<file path="config.mk">
export PLATFORM = sky130hd
export DESIGN_NAME = pll_reset_sequencer
export DESIGN_NICKNAME = d
export VERILOG_FILES = /design/src/rtl/led_matrix_pkg.sv /design/src/rtl/bit_synchronizer.sv /design/src/rtl/pll_reset_sequencer.sv
export SDC_FILE = /design/constraint.sdc
export NUM_CORES = 1
export LEC_CHECK = 0
export ABC_AREA = 1
export CORE_MARGIN = 4
export CORE_UTILIZATION = 40
export DETAILED_ROUTE_END_ITERATION = 8
export PLACE_DENSITY = 0.69
export SKIP_CTS_REPAIR_TIMING = 1
export SYNTH_ARGS = -nofsm -noshare
export SYNTH_HDL_FRONTEND = slang
export SYNTH_HIERARCHICAL = 1
export SYNTH_SLANG_ARGS = --single-unit
</file>
<file path="constraint.sdc">
create_clock -name i_clock -period 1.7 [get_ports i_clock]
set_input_delay 0.34 -clock i_clock [delete_from_list [all_inputs] [get_ports i_clock]]
set_output_delay 0.34 -clock i_clock [all_outputs]
set_load 0.05 [all_outputs]
</file>
<file path="src/rtl/led_matrix_pkg.sv">
// Shared definitions for the LED-matrix design.
// Contents:
//   seq_state_t      - 2-bit encoding of the reset sequencer states
//                      (WAIT_LOCK=0, STABILIZE=1, CORE_RUN=2, ALL_RUN=3)
//   DEFAULT_*        - default synchroniser depth, lock-stability and display delays
//   seq_cnt_width()  - width for a counter that must reach max(a,b)-1, minimum 1
package led_matrix_pkg;

    typedef enum logic [1:0] {
        ST_WAIT_LOCK = 2'd0,
        ST_STABILIZE = 2'd1,
        ST_CORE_RUN  = 2'd2,
        ST_ALL_RUN   = 2'd3
    } seq_state_t;

    localparam int DEFAULT_SYNC_STAGES          = 2;
    localparam int DEFAULT_LOCK_STABLE_CYCLES   = 1024;
    localparam int DEFAULT_DISPLAY_DELAY_CYCLES = 256;
    localparam int DEFAULT_LOSS_COUNT_WIDTH     = 8;

    function automatic int seq_cnt_width(input int a, input int b);
        int m;
        int w;
        m = (a > b) ? a : b;
        w = $clog2(m);
        return (w < 1) ? 1 : w;
    endfunction

endpackage

</file>
<file path="src/rtl/bit_synchronizer.sv">
// Multi-flop synchroniser for a single asynchronous bit.
// Ports:
//   i_clock - destination clock
//   i_clear - synchronous active-high clear; empties the chain to 0
//   i_d     - asynchronous input bit
//   o_q     - synchronised bit (last stage of the chain)
// STAGES must be >= 2.
module bit_synchronizer #(
    parameter int STAGES = 2
) (
    input  logic i_clock,
    input  logic i_clear,
    input  logic i_d,
    output logic o_q
);

    logic [STAGES-1:0] r_sync;

    always_ff @(posedge i_clock) begin
        if (i_clear) begin
            r_sync <= '0;
        end else begin
            r_sync <= {r_sync[STAGES-2:0], i_d};
        end
    end

    assign o_q = r_sync[STAGES-1];

endmodule

</file>
<file path="src/rtl/pll_reset_sequencer.sv">
// Staged reset generator driven by the PLL lock flag.
// Releases the core reset once lock has been stable for LOCK_STABLE_CYCLES,
// then the display reset DISPLAY_DELAY_CYCLES later. Losing lock after the
// core release re-asserts both resets together and bumps a saturating
// loss counter.
// Ports:
//   i_clock         - PLL output clock, the only clock
//   i_reset         - synchronous active-high reset
//   i_pll_locked    - PLL lock flag, asynchronous to i_clock
//   o_reset_core    - active-high reset for core logic
//   o_reset_display - active-high reset for matrix scan/display logic
//   o_ready         - high only when both resets are released
//   o_loss_count    - saturating count of lock losses after (partial) release
module pll_reset_sequencer
    import led_matrix_pkg::*;
#(
    parameter int SYNC_STAGES          = DEFAULT_SYNC_STAGES,
    parameter int LOCK_STABLE_CYCLES   = DEFAULT_LOCK_STABLE_CYCLES,
    parameter int DISPLAY_DELAY_CYCLES = DEFAULT_DISPLAY_DELAY_CYCLES,
    parameter int LOSS_COUNT_WIDTH     = DEFAULT_LOSS_COUNT_WIDTH
) (
    input  logic                        i_clock,
    input  logic                        i_reset,
    input  logic                        i_pll_locked,
    output logic                        o_reset_core,
    output logic                        o_reset_display,
    output logic                        o_ready,
    output logic [LOSS_COUNT_WIDTH-1:0] o_loss_count
);

    localparam int CW = seq_cnt_width(LOCK_STABLE_CYCLES, DISPLAY_DELAY_CYCLES);
    localparam logic [CW-1:0] STAB_LAST  = CW'(LOCK_STABLE_CYCLES - 1);
    localparam logic [CW-1:0] DELAY_LAST = CW'(DISPLAY_DELAY_CYCLES - 1);

    logic w_locked_s;

    seq_state_t                  r_state,         w_state_nxt;
    logic [CW-1:0]               r_count,         w_count_nxt;
    logic                        r_reset_core,    w_reset_core_nxt;
    logic                        r_reset_display, w_reset_display_nxt;
    logic                        r_ready;
    logic [LOSS_COUNT_WIDTH-1:0] r_loss_count,    w_loss_count_nxt;

    bit_synchronizer #(
        .STAGES (SYNC_STAGES)
    ) u_lock_sync (
        .i_clock (i_clock),
        .i_clear (i_reset),
        .i_d     (i_pll_locked),
        .o_q     (w_locked_s)
    );

    always_ff @(posedge i_clock) begin
        if (i_reset) begin
            r_state         <= ST_WAIT_LOCK;
            r_count         <= '0;
            r_reset_core    <= 1'b1;
            r_reset_display <= 1'b1;
            r_ready         <= 1'b0;
            r_loss_count    <= '0;
        end else begin
            r_state         <= w_state_nxt;
            r_count         <= w_count_nxt;
            r_reset_core    <= w_reset_core_nxt;
            r_reset_display <= w_reset_display_nxt;
            // ready is registered from the same next-value so it can never
            // disagree with the display reset
            r_ready         <= ~w_reset_display_nxt;
            r_loss_count    <= w_loss_count_nxt;
        end
    end

    always_comb begin
        w_state_nxt         = r_state;
        w_count_nxt         = r_count;
        w_reset_core_nxt    = r_reset_core;
        w_reset_display_nxt = r_reset_display;
        w_loss_count_nxt    = r_loss_count;

        case (r_state)
            ST_WAIT_LOCK: begin
                w_reset_core_nxt    = 1'b1;
                w_reset_display_nxt = 1'b1;
                if (w_locked_s) begin
                    w_state_nxt = ST_STABILIZE;
                    w_count_nxt = '0;
                end
            end

            ST_STABILIZE: begin
                // dropping lock before core release is not counted as a loss
                if (!w_locked_s) begin
                    w_state_nxt = ST_WAIT_LOCK;
                    w_count_nxt = '0;
                end else if (r_count == STAB_LAST) begin
                    w_state_nxt      = ST_CORE_RUN;
                    w_reset_core_nxt = 1'b0;
                    w_count_nxt      = '0;
                end else begin
                    w_count_nxt = r_count + CW'(1);
                end
            end

            ST_CORE_RUN, ST_ALL_RUN: begin
                if (!w_locked_s) begin
                    w_state_nxt         = ST_WAIT_LOCK;
                    w_count_nxt         = '0;
                    w_reset_core_nxt    = 1'b1;
                    w_reset_display_nxt = 1'b1;
                    if (r_loss_count != {LOSS_COUNT_WIDTH{1'b1}}) begin
                        w_loss_count_nxt = r_loss_count + LOSS_COUNT_WIDTH'(1);
                    end
                end else if (r_state == ST_CORE_RUN) begin
                    if (r_count == DELAY_LAST) begin
                        w_state_nxt         = ST_ALL_RUN;
                        w_reset_display_nxt = 1'b0;
                    end else begin
                        w_count_nxt = r_count + CW'(1);
                    end
                end
            end

            default: begin
                w_state_nxt = ST_WAIT_LOCK;
                w_count_nxt = '0;
            end
        endcase
    end

    assign o_reset_core    = r_reset_core;
    assign o_reset_display = r_reset_display;
    assign o_ready         = r_ready;
    assign o_loss_count    = r_loss_count;

endmodule

</file>
==> impl_metrics.yaml, run 1 <==
outcome:
  status: "complete, no violations"
synth:
  yosysSeqAreaShare_pct: 38.24
  synth_compound_area_share_pct: 9.751
  synthSimpleGateAreaFrac_pct: 39.10
  synthXorXnorAreaFrac_pct: 2.677
  ys.warnings.count: 6
  synth_top_family_by_area: "simple AND/OR/NAND/NOR gates"
  ys_ff_latch: 25
  synth_fa_ha_area_share_pct: 1.912
  syn_avg_cell_area_um2: 6.961
  synth_area_um2: 1309
  yosysUniqueCellTypes: 26
  synthCells: 188
  synth_nets: 193
  synthMuxAreaShare_pct: 0
setup_path:
  crit_path_start_kind: "flop"
  critical_path.max_fanout: 9
  cp.arrival_ns: 1.81
  crit_family: "simple AND/OR/NAND/NOR gates"
  worst_path_largest_cell_delay_ns: 0.37
  criticalPathCategory: "reg2reg"
  cp.depth: 9
  ff2ff_path_depth: 9
  cp-end-kind: "flop"
  critPathRequiredTime_ns: 1.97
  cp_num_buf_inv: 1
  crit_top_cell: "nand2_4"
  cp_slowest_cell: "dfxtp_1"
  path_cells: "ha_1 -> nand2_2 -> nor2_8 -> nand4_4 -> nand2_4 -> inv_4 -> nand2_4 -> nand2_4 -> nor2_2"
clock_tree:
  cts_sinks: 25
  clk_path_buf_depth: 2
  cts_buffers: 3
  clk_latency_ns: 0.32
  cts_tree: "yes"
  clk_pin_slew_ns: 0.13
  root_buffer: "clkbuf_4"
  htreeDepth: 1
place:
  dp.final_hpwl_mm: 1.946
  gp_congestion: 0.8625
  portBuffers: 13
  pre_cts_slack_ns: 0.1636
cells_and_area:
  final_nets: 214
  multi_input_area_um2: 699.4
  fill_cells: 331
  ff_latch_area_um2: 503.0
  drive_gt1_share_pct: 17.79
  diodes: 0
  area.growth.synth_to_final_pct: 18.07
  utilization_pct: 49.80
route:
  met3WireLength_um: 75
  met1Wirelength_mm: 1.312
  drc: 0
  viasPerCell: 4.667
  wirelength_mm: 2.513
  drt-pass1-iter-count: 4
  ant_nets: 0
  vias: 1176
  wl_per_cell_um: 9.972
  drt-initial-drc-count: 34
  wl_met2_mm: 1.104
  top_layer: "met4"
power_and_ir_drop:
  pwr-share-comb_pct: 40.1
  p_sw_share_pct: 41.63
  power.leakage_nw: 0.6637
  power.total_mw: 1.657
  power_switching_mw: 0.6900
  p_clk_share_pct: 16.1
  p_seq_share_pct: 43.7
  power.internal_mw: 0.9674
  ir_drop_mv: 0.4371
  p_per_area_nw_per_um2: 1073
die:
  ios: 14
  die_area_um2: 4251
  die_h_um: 65.20
  fp-row-count: 20
  core_um2: 3103
  start_util_pct: 42.18
  die_w_um: 65.20
sta:
  finalCritPeriodShare_pct: 90.80
  fmax_mhz: 647.9
  slew_violations: 0
  min_period_ns: 1.544
  tightestPinTransition_ns: 0.2942
  whs_ns: 0.4178
  setup_ws_ns: 0.1565
  relSlewSlack_pct: 80.36
  setup_viol: 0
  rsz0062_at_grt: "no"
  hold_viol: 0
  finalSetupTns_ns: 0
  worst_clock_skew_ns: 0.003465
min_path:
  hold_depth: 2
  hp-class: "reg2reg"
global_route:
  antenna_found_initial: 0
  grt_pass1_wl_mm: 4.629
  grt_usage_pct: 13.96
  grt_max_degree: 14
  grt.overflow.total: 0
  grt_pass1_vias: 1057
job:
  maxCapViolCount: 0
[layout make-up]
| class | instances | share of cell area (%) |
|---|---|---|
| Inverter | 27 | 6.721 |
| Multi-Input combinational cell | 135 | 45.26 |
| Sequential cell | 25 | 32.55 |
| Tap cell | 44 | 3.563 |
| Clock buffer | 4 | 1.700 |
| Timing Repair Buffer | 17 | 10.20 |
[cell usage in the layout (no fill, tap or decap), types with 2 or more instances in the layout]
cell type,instances
a21oi_2,2
nor2_2,2
dfxtp_2,2
buf_4,13
ha_1,2
xor2_1,2
nor2_1,25
xnor2_1,2
nand4_1,5
nand2_1,45
nand2_4,3
nand3_1,16
inv_2,3
inv_1,23
nor3_1,4
clkbuf_4,3
a21oi_1,9
dfxtp_1,23
buf_12,2
nand2_2,2
clkdlybuf4s50_1,2
o21ai_0,9
[cells in the mapped netlist]
library cell / count / area share, %
nand3_1: 16 / 6.1
nor3_1: 4 / 1.5
o21bai_1: 1 / 0.57
nor2_1: 25 / 7.2
buf_2: 1 / 0.38
a21oi_1: 9 / 3.4
nand2_1: 45 / 13
nor2_4: 1 / 0.86
o31ai_1: 1 / 0.57
inv_2: 3 / 0.86
o21ai_1: 1 / 0.38
dfxtp_1: 25 / 38
ha_1: 2 / 1.9
inv_1: 23 / 6.6
nand4_4: 1 / 1.6
inv_4: 1 / 0.48
xnor2_1: 2 / 1.3
a21oi_2: 2 / 1.3
nor2_8: 1 / 1.5
nor2_2: 2 / 0.96
o21ai_0: 9 / 3.4
nand4_1: 5 / 2.4
nand2_4: 3 / 2.6
xor2_1: 2 / 1.3
nand2_2: 2 / 0.96
or2_2: 1 / 0.48
[power by group through the flow]
stage,registers (mW),logic [mW],clock network (mW)
2_1_floorplan,0.798,0.444,0
3_3_place_gp,0.733,0.665,0
3_5_place_dp,0.735,0.664,0
4_1_cts,0.722,0.665,0.289
5_1_grt,0.739,0.750,0.305
6_report,0.725,0.665,0.267
[kinds of logic (layout without fill, tap and decap cells)]
kind of cell,Yosys count,after routing
AND/OR/NAND/NOR,106,106
buffers and inverters,28,48
flip-flops,25,25
AO/OA/AOI/OAI,23,23
XOR/XNOR,4,4
adder cells (fa/ha/maj),2,2
[stage by stage]
step | cells | area (µm²)
detailed placement | 248 | 1518
global route | 252 | 1545
floorplan | 188 | 1310
CTS | 252 | 1544
global placement | 248 | 1518
finish | 252 | 1545
[worst paths after layout]
kind / to / start / slack, ns
min: u_lock_sync/r_sync[1] / u_lock_sync/r_sync[0] / 0.42
max: r_count[0] / r_count[1] / 0.16
max reg2reg: r_count[0] / r_count[1] / 0.16
min reg2reg: u_lock_sync/r_sync[1] / u_lock_sync/r_sync[0] / 0.42
[layer usage]
| layer | vias up | global-route usage (%) |
|---|---|---|
| met4 | 0 | 6.218 |
| met3 | 3 | 3.248 |
| met5 | - | 0 |
| li1 | 642 | - |
| met1 | 514 | 18.49 |
| met2 | 17 | 21.49 |
[registers in the layout (all words and copies together) (netlist names)]
signal,flops
r_count,10
o_loss_count,8
r_state,2
u_lock_sync/r_sync,2
o_ready,1
o_reset_core,1
o_reset_display,1
[worst register-to-register path: stages (launching register included)]
cell and delay (ns):
dfxtp_1 0.37, ha_1 0.21, nand2_2 0.11, nor2_8 0.14
nand4_4 0.14, nand2_4 0.16, inv_4 0.07, nand2_4 0.10
nand2_4 0.08, nor2_2 0.11
Power figures use the tool's default switching activity.
==> run 2: changes to the inputs <==
- SLEW_MARGIN: default -> 20
==> results of run 2 <==
Same layout as run 1: the final DEF is identical, and so are final timing and power.
==> run 3: changes to the inputs <==
- PLACE_DENSITY: 0.69 -> 0.62
==> run 3 against run 2 <==
Against the previous run: die area is the same; fmax shrank 1.6%; clock skew grew 0.0020 ns; largest cell class unchanged; hold slack lost 0.0017 ns; register-to-register slack lost 0.03 ns; routed wire length grew 8.1%; largest power group unchanged.
==> impl_metrics.yaml, run 3 (same netlist as run 1, synthesis figures left out) <==
route:
  wl_per_cell_um: 10.82
  ant_nets: 0
  wirelength_mm: 2.717
  vias: 1182
  viasPerCell: 4.709
  drt-pass1-iter-count: 5
  drt-initial-drc-count: 77
  drc: 0
setup_path:
  cp_num_buf_inv: 1
  crit_top_cell: "nand2_4"
  critPathRequiredTime_ns: 1.98
  criticalPathCategory: "reg2reg"
  cp-end-kind: "flop"
  path_cells: "ha_1 -> nand2_2 -> nor2_8 -> nand4_4 -> nand2_4 -> inv_4 -> nand2_4 -> nand2_4 -> a21oi_2"
  cp.depth: 9
  worst_path_largest_cell_delay_ns: 0.39
  r2r_setup_slack_ns: 0.13
  ff2ff_path_depth: 9
  crit_family: "simple AND/OR/NAND/NOR gates"
  crit_path_start_kind: "flop"
  cp.arrival_ns: 1.84
  cp_slowest_cell: "dfxtp_1"
  critical_path.max_fanout: 9
cells_and_area:
  diodes: 0
  regMostFlops: "r_count"
  drive_gt1_share_pct: 16.91
  final_cells: 251
  layout_commonest_cell: "nand2_1"
  utilization_pct: 49.11
  layout_common_cells: "nand2_1, nor2_1, dfxtp_1"
  area.growth.synth_to_final_pct: 16.44
  design_area_um2: 1524
  largest_reg_flops: 10
  final_nets: 213
sta:
  hold_viol: 0
  setup_ws_ns: 0.1309
  rsz0062_at_grt: "no"
  relSlewSlack_pct: 82.02
  slew_violations: 0
  finalSetupTns_ns: 0
  fmax_mhz: 637.3
  setup_viol: 0
  min_period_ns: 1.569
  finalCritPeriodShare_pct: 92.30
  tightestPinTransition_ns: 0.2688
  worst_clock_skew_ns: 0.005437
die:
  ios: 14
  die_w_um: 65.20
  fp-row-count: 20
  die_area_um2: 4251
  die_h_um: 65.20
  start_util_pct: 42.18
  core_um2: 3103
clock_tree:
  htreeDepth: 1
  cts_sinks: 25
  cts_buffers: 3
  clk_path_buf_depth: 2
  clk_pin_slew_ns: 0.13
  root_buffer: "clkbuf_4"
  cts_tree: "yes"
  clk_latency_ns: 0.32
power_and_ir_drop:
  ir_drop_mv: 0.5546
  p_per_area_nw_per_um2: 1093
  power.leakage_nw: 0.6553
outcome:
  status: "complete, no violations"
min_path:
  hp-class: "reg2reg"
  hold_depth: 2
place:
  portBuffers: 13
  place_area_um2: 1498
  pre_cts_slack_ns: 0.1725
  gp_congestion: 0.8075
  placed_cells: 247
  dp.final_hpwl_mm: 2.054
global_route:
  grt_max_degree: 14
  antenna_found_initial: 0
  grt.overflow.total: 0
  grt_usage_pct: 14.01
  grt_pass1_vias: 1139
  grt_pass1_wl_mm: 4.747
job:
  maxCapViolCount: 0
==> run 3: cell count changes in the layout (fill, tap and decap cells not counted) <==
cell     change
dfxtp_2      -1
dfxtp_1      +1
buf_12       -1
==> run 3: final timing paths <==
path                          from                     to
max                     r_count[0]             r_count[4]
min          u_lock_sync/r_sync[0]  u_lock_sync/r_sync[1]
min reg2reg  u_lock_sync/r_sync[0]  u_lock_sync/r_sync[1]
max reg2reg             r_count[0]             r_count[4]
==> run 3: layer usage <==
metal	track usage [%]	part of all wire (%)	wire length, µm	up-vias
met5	0	0	0	-
met4	6.995	1.9	51	0
met3	2.735	3.8	103	5
met2	23.14	48	1296	22
met1	17.26	47	1266	520
li1	-	-	-	635
==> run 3: layout make-up <==
class / instances / area, µm²
Multi-Input combinational cell: 135 / 699.4
Tap cell: 44 / 55.05
Timing Repair Buffer: 16 / 137.6
Clock buffer: 4 / 26.28
Fill cell: 330 / 1579
Inverter: 27 / 103.9
Sequential cell: 25 / 501.7
==> run 3: through the flow <==
| stage | hold WS (ns) | total power, mW |
|---|---|---|
| 6_report | 0.4161 | 1.665 |
| 5_1_grt | 0.4421 | 1.809 |
| 4_1_cts | 0.4205 | 1.690 |
| 3_5_place_dp | 0.4022 | 1.410 |
| 3_3_place_gp | 0.3949 | 1.391 |
| 2_1_floorplan | 0.3883 | 1.242 |
==> run 3: power breakdown <==
part           internal, mW  switching [mW]
logic                 0.208           0.462
clock network        0.0921           0.178
registers             0.659          0.0662
==> run 3: worst min-delay path: stages, from the launching register on <==
cell and delay [ns]:
dfxtp_1 0.32, inv_1 0.04, nor2_1 0.03
